$ cat config.mk
export PLATFORM = sky130hd
export DESIGN_NAME = pe_core_v2
export DESIGN_NICKNAME = d
export VERILOG_FILES = /design/src/rtl/pe_core_pkg.sv /design/src/rtl/pe_exec_unit.sv /design/src/rtl/pe_core_v2.sv
export SDC_FILE = /design/constraint.sdc
export NUM_CORES = 2
export LEC_CHECK = 0
export CAP_MARGIN = 10
export CORE_MARGIN = 4
export CORE_UTILIZATION = 51
export CTS_CLUSTER_DIAMETER = 50
export DETAILED_ROUTE_END_ITERATION = 8
export PLACE_DENSITY = 0.68
export SLEW_MARGIN = 40
export SYNTH_ARGS = -nofsm -noshare
export SYNTH_HDL_FRONTEND = slang
export SYNTH_SLANG_ARGS = --single-unit
$ cat constraint.sdc
create_clock -name clk -period 131.4 [get_ports clk]
set_clock_uncertainty 0.2 [all_clocks]
set_input_delay 26.28 -clock clk [delete_from_list [all_inputs] [get_ports clk]]
set_output_delay 26.28 -clock clk [all_outputs]
set_load 0.1 [all_outputs]
$ cat src/rtl/pe_core_pkg.sv
// ============================================================================
// Module : pe_core_pkg
// Brief  : Shared opcode/func encodings and datapath width for the PE core.
// Rev    : 1.0
// ============================================================================
`default_nettype none

package pe_core_pkg;

    localparam int DATA_W = 32;

    localparam logic [6:0] OPC_ARITH = 7'h01;
    localparam logic [6:0] OPC_FPU   = 7'h02;
    localparam logic [6:0] OPC_CMP   = 7'h10;

    // ARITH class
    localparam logic [4:0] FN_ADD  = 5'd1;
    localparam logic [4:0] FN_SUB  = 5'd2;
    localparam logic [4:0] FN_MUL  = 5'd3;
    localparam logic [4:0] FN_DIV  = 5'd4;
    localparam logic [4:0] FN_MAD  = 5'd5;
    localparam logic [4:0] FN_AND  = 5'd9;
    localparam logic [4:0] FN_OR   = 5'd10;
    localparam logic [4:0] FN_XOR  = 5'd11;
    localparam logic [4:0] FN_SHL  = 5'd12;
    localparam logic [4:0] FN_SHR  = 5'd13;

    // FPU class (signed integer semantics)
    localparam logic [4:0] FN_FMA  = 5'd1;
    localparam logic [4:0] FN_RELU = 5'd11;
    localparam logic [4:0] FN_ABS  = 5'd13;
    localparam logic [4:0] FN_NEG  = 5'd14;
    localparam logic [4:0] FN_MIN  = 5'd16;
    localparam logic [4:0] FN_MAX  = 5'd17;

    // CMP class
    localparam logic [4:0] FN_EQ   = 5'd1;
    localparam logic [4:0] FN_NE   = 5'd2;
    localparam logic [4:0] FN_LT   = 5'd3;
    localparam logic [4:0] FN_LE   = 5'd4;
    localparam logic [4:0] FN_GT   = 5'd5;
    localparam logic [4:0] FN_GE   = 5'd6;

endpackage

`default_nettype wire

$ cat src/rtl/pe_exec_unit.sv
// ============================================================================
// Module : pe_exec_unit
// Brief  : Combinational execute stage: ARITH, FPU-class and CMP operations.
// Rev    : 1.0
// ============================================================================
`default_nettype none

module pe_exec_unit
    import pe_core_pkg::*;
(
    input  logic [6:0]        opcode,
    input  logic [4:0]        func,
    input  logic [DATA_W-1:0] op_a,
    input  logic [DATA_W-1:0] op_b,
    input  logic [DATA_W-1:0] op_c,
    output logic [DATA_W-1:0] result
);

    logic [DATA_W-1:0] w_prod;
    logic [DATA_W-1:0] w_mac;
    logic [DATA_W-1:0] w_quot;
    logic              w_slt;
    logic              w_eq;

    assign w_prod = op_a * op_b;
    assign w_mac  = w_prod + op_c;
    assign w_quot = (op_b == '0) ? {DATA_W{1'b1}} : (op_a / op_b);
    assign w_slt  = $signed(op_a) < $signed(op_b);
    assign w_eq   = (op_a == op_b);

    always_comb begin
        result = '0;
        case (opcode)
            OPC_ARITH: begin
                case (func)
                    FN_ADD:  result = op_a + op_b;
                    FN_SUB:  result = op_a - op_b;
                    FN_MUL:  result = w_prod;
                    FN_DIV:  result = w_quot;
                    FN_MAD:  result = w_mac;
                    FN_AND:  result = op_a & op_b;
                    FN_OR:   result = op_a | op_b;
                    FN_XOR:  result = op_a ^ op_b;
                    FN_SHL:  result = op_a << op_b[4:0];
                    FN_SHR:  result = op_a >> op_b[4:0];
                    default: result = '0;
                endcase
            end
            OPC_FPU: begin
                case (func)
                    FN_FMA:  result = w_mac;
                    FN_RELU: result = op_a[DATA_W-1] ? '0 : op_a;
                    // Negating the most negative value wraps back onto itself.
                    FN_ABS:  result = op_a[DATA_W-1] ? (~op_a + 1'b1) : op_a;
                    FN_NEG:  result = ~op_a + 1'b1;
                    FN_MIN:  result = w_slt ? op_a : op_b;
                    FN_MAX:  result = w_slt ? op_b : op_a;
                    default: result = '0;
                endcase
            end
            OPC_CMP: begin
                case (func)
                    FN_EQ:   result = {{(DATA_W-1){1'b0}}, w_eq};
                    FN_NE:   result = {{(DATA_W-1){1'b0}}, ~w_eq};
                    FN_LT:   result = {{(DATA_W-1){1'b0}}, w_slt};
                    FN_LE:   result = {{(DATA_W-1){1'b0}}, w_slt | w_eq};
                    FN_GT:   result = {{(DATA_W-1){1'b0}}, ~(w_slt | w_eq)};
                    FN_GE:   result = {{(DATA_W-1){1'b0}}, ~w_slt};
                    default: result = '0;
                endcase
            end
            default: result = '0;
        endcase
    end

endmodule

`default_nettype wire

$ cat src/rtl/pe_core_v2.sv
// ============================================================================
// Module : pe_core_v2
// Brief  : Two-stage PE datapath: operand capture, then execute and register.
// Rev    : 1.0
// ============================================================================
`default_nettype none

module pe_core_v2
    import pe_core_pkg::*;
#(
    parameter int DATA_W = 32
) (
    input  logic              clk,
    input  logic              rst_n,
    input  logic [31:0]       opcode_func,
    input  logic [DATA_W-1:0] op1,
    input  logic [DATA_W-1:0] op2,
    input  logic [DATA_W-1:0] op3,
    input  logic              valid_in,
    output logic [DATA_W-1:0] result_out,
    output logic              result_valid
);

    logic              r_s1_valid;
    logic [6:0]        r_s1_opcode;
    logic [4:0]        r_s1_func;
    logic [DATA_W-1:0] r_s1_op1;
    logic [DATA_W-1:0] r_s1_op2;
    logic [DATA_W-1:0] r_s1_op3;
    logic [DATA_W-1:0] w_result;
    logic              w_unused_hi;

    assign w_unused_hi = ^opcode_func[31:12];

    // Stage 1: operand and decode capture; data only loads on a request.
    always_ff @(posedge clk or negedge rst_n) begin
        if (!rst_n) begin
            r_s1_valid  <= 1'b0;
            r_s1_opcode <= '0;
            r_s1_func   <= '0;
            r_s1_op1    <= '0;
            r_s1_op2    <= '0;
            r_s1_op3    <= '0;
        end else begin
            r_s1_valid <= valid_in;
            if (valid_in) begin
                r_s1_opcode <= opcode_func[11:5];
                r_s1_func   <= opcode_func[4:0];
                r_s1_op1    <= op1;
                r_s1_op2    <= op2;
                r_s1_op3    <= op3;
            end
        end
    end

    pe_exec_unit u_exec (
        .opcode (r_s1_opcode),
        .func   (r_s1_func),
        .op_a   (r_s1_op1),
        .op_b   (r_s1_op2),
        .op_c   (r_s1_op3),
        .result (w_result)
    );

    // Stage 2: result holds its last value while no request is in flight.
    always_ff @(posedge clk or negedge rst_n) begin
        if (!rst_n) begin
            result_out   <= '0;
            result_valid <= 1'b0;
        end else begin
            result_valid <= r_s1_valid;
            if (r_s1_valid) begin
                result_out <= w_result;
            end
        end
    end

endmodule

`default_nettype wire

==> metrics.sh <==
OUTCOME='finished, final reports clean'
REGISTER_BIT_TOTAL_FROM_SYNTHESIS=142
CTS_RESIZED=0
DP_HPWL_MM=223
POST_SYNTH_XOR_AREA_FRACTION_PCT=6.56
TIMING.CRITICAL_PATH.DEPTH=274
CRITPATHREQUIREDTIME_NS=131.59
POST_SYNTHESIS_MEAN_INSTANCE_AREA_SQ_UM=7.32
GRT_PASS1_VIAS=64400
DETAILROUTE.VIA_COUNT=68200
NUMBER_OF_BUFFER_AND_INVERTER_STAGES_ON_THE_CRITICAL_PATH=13
CTS_SINKS=142
DETAIL_ROUTE.VIAS_PER_CELL=6.85
GRT_SETUP_UNREPAIRED='no'
STARTPOINT_OF_THE_WORST_SLACK_REG_TO_REG_TIMING_PATH='r_s1_op2[17]'
IO-PIN-COUNT=164
YOSYS.AREA.TOP_TYPE_SHARE_PCT=16.0
FINALCRITPERIODSHARE_PCT=66.4
CRITPATHARRIVALTIME_NS=87.50
AREA_GROWTH_SYN_TO_LAYOUT_PCT=7.23
GRT_ANTENNA_BEFORE_REPAIR=26
POST_SYNTHESIS_INSTANCE_TOTAL=8356
INITIAL_CORE_UTIL_PCT=51.6
POSTCTSSETUPBUFFERS=0
NETLIST.TOP_CELL.BY_AREA='ha_1'
FINALCRITICALPERIOD_NS=87.31
REG2REG_SLACK_NS=44.09
ROUTE.ANTENNA.REMAINING_NETS=0
DRT_PASS1_ITERATIONS=9
NETLIST-CELL-TYPE-COUNT=89
TIMING.CRITICAL_PATH.SLOWEST_CELL_DELAY_NS=0.82
WORSTSETUPPATHTYPE='reg -> reg'
SYNTH_COMPOUND_AREA_SHARE_PCT=25.1
CLK-INSERTION-DELAY-LATE_NS=0.50
OVERALL_TRACK_DEMAND_OVER_CAPACITY_IN_GLOBAL_ROUTING_PCT=44.5
POST_SYNTH_MUX_AREA_SHARE_PCT=5.52
POST_SYNTH_INSTANCE_AREA_SQ_UM=61100
CTS_TREE='done'
CTS_MADE_BUFFERS=17
FLOORPLAN.DIE.HEIGHT_MICRONS=354
DIE_AREA_SQ_UM=125000
SYNTH_EDF_COUNT=0
CTS.ROOT.BUFFER_CELL='clkbuf_16'
HOLD_VIOLATIONS=0
PLACE.GP.CONGESTION=1.11
GRT_PASS1_WL_MM=421
SLEW_VIOL_FINAL=0
CTSHTREEMAXLEVEL=4
SETUP_VIOL_COUNT_FINAL=0
MAXCAPVIOLATIONS=0
WORSTSETUPSTARTPOINTTYPE='flip-flop'
WORST_HOLD_PATH_TYPE='reg -> reg'
DRIVE_ABOVE_1_SHARE_PCT=7.41
CTSLONGESTPATHBUFFERS=2
SYNTH_FA_HA_AREA_SHARE_PCT=29.5
ACTUAL_SLEW_AT_THE_WORST_MAX_SLEW_PIN_NS=1.15
SYN-NUM-NETS=9682
FLOORPLAN_ROW_COUNT=126
DRC=0
GRT_MAX_DEGREE=102
WIRE_PER_INST_MICRONS=29.2
CP_SLOWEST_CELL='nor4_2'
FILLCELLCOUNT=11500
SYNTHMOSTINSTANTIATEDCELL='nand2_1'
CELL_COUNT_OF_THE_WORST_REG_TO_REG_PATH=274
YOSYS-TOP-CELLS-COUNT='1065 x nand2_1, 824 x nor2_1, 784 x ha_1'
YS_ASYNC_SR_FRACTION_PCT=100
NETS=9654
MAX_FREQ_GHz=0.0115
HOLD_FIX_BUFFERS_AT_CTS=0
WORST_SETUP_PATH_ENDPOINT='result_out[0]'
YOSYS.AREA_SHARE.SIMPLE_PCT=20.7
PORT_BUFFERS=143
POST_SYNTH_MAIN_AREA_CONTRIBUTORS='ha_1 16%, fa_1 13%, nand2_1 6.5%'
GRT.OVERFLOW.TOTAL=0
SETUP-TNS-FINAL_NS=0
CRIT_PATH_START='r_s1_op2[17]'
SYNTH.YOSYS.SEQ_AREA_SHARE_PCT=5.81
DR.FIRST_ITER.DRC_COUNT=8715
CRIT_TOP_CELL='o21ai_0'
CP_MAX_FO=31
DOMINANT_COMBINATIONAL_CELL_FAMILY_BY_AREA_AFTER_SYNTHESIS='adder cells'
WORST_PATH_DOMINANT_CELL_FAMILY='compound AO/OA/AOI/OAI gates'
DIE_X_MICRONS=354
DOMINANTREGCELLSYNTH='dfrtp_1'
RR_ENDPOINT='result_out[0]'
FINALWIRELENGTH_MM=291
CRITICAL_PATH.ENDPOINT_TYPE='flip-flop'
SYNTH.YOSYS.WARNINGS=0
MAX-SLEW-MARGIN-REL_PCT=23.1
COREAREA_SQ_UM=119000
PATH_CLK_SLEW_NS=0.07
logic make-up (layout without fill, tap and decap cells):
logic type | after synthesis | count (layout)
compound gates | 2343 | 2343
xor+xnor | 456 | 456
fa+ha+maj | 1195 | 1195
buf+inv | 1108 | 1093
flops | 142 | 142
mux | 285 | 285
other cells | 0 | 16
simple gates | 2827 | 2827
state kept, by name, indices dropped and copies added, names as in the netlist:
| register | flops |
|---|---|
| r_s1_op2 | 32 |
| result_valid | 1 |
| r_s1_func | 5 |
| r_s1_op3 | 32 |
| r_s1_opcode | 7 |
| r_s1_op1 | 32 |
| result_out | 32 |
| r_s1_valid | 1 |
cell type report:
cell class                 instances  area [sq um]  share of cell area [%]
clock inverter                    15           186                   0.284
inverter                         705          2660                    4.05
clock buffer                      17           425                   0.649
sequential                       142          3560                    5.44
antenna                           16          40.0                  0.0611
tap                             1600          2000                    3.05
multi-input combinational       7106         53800                    82.0
timing repair buffer             356          2910                    4.43
worst reg2reg max path: cells and delay by family, from the launching register on:
kind | cells | cell delay [ns]
fa+ha+maj | 31 | 10.25
compound gates | 150 | 47.82
mux | 7 | 3.03
buf+inv | 13 | 3.37
xor+xnor | 1 | 0.09
simple gates | 72 | 21.58
flops | 1 | 0.80
cells in the final DEF (no fill, tap or decap), drive strengths merged, types with 142 or more instances in the layout:
cell type	Yosys	layout
dfrtp	142	142
nor2	824	824
ha	784	784
a21oi	583	583
a21o	163	163
buf	65	247
fa	411	411
nand2	1065	1065
xor2	169	169
nand3	184	184
o21ai	544	544
nor3	194	194
inv	686	696
xnor2	286	286
stage by stage:
step	setup WS (ns)	util [%]	std cells	area [sq um]	hold slack [ns]
final	44.09	55.3	9957	65600	0.285
after global routing	40.50	55.3	9942	65500	0.303
after CTS	46.71	55.2	9940	65400	0.290
after detailed placement	46.86	54.7	9908	64800	0.271
after global placement	46.12	54.6	9906	64800	0.269
after floorplan	61.13	-	8356	61100	0.247
worst min-delay path by stage:
stage / from / end / slack (ns) / depth (start not counted)
CTS: result_out[9] / result_out[9] / 0.29 / 1
global placement: result_out[0] / result_out[0] / 0.27 / 1
detailed placement: result_out[9] / result_out[9] / 0.27 / 1
floorplan: r_s1_valid / result_valid / 0.25 / 0
global route: result_out[13] / result_out[13] / 0.30 / 1
finish: result_out[9] / result_out[9] / 0.28 / 1
per-layer routing:
layer | up-vias | wire length [microns] | track usage, %
li1 | 29600 | - | -
met1 | 32500 | 110000 | 57.5
met2 | 4833 | 117000 | 64.4
met3 | 1227 | 41000 | 14.2
met4 | 26 | 22400 | 27.4
met5 | - | 289 | 0
Power is left out: the tool's default activity adds up to more than one toggle a clock period on the data nets, which glitch-free logic cannot reach.
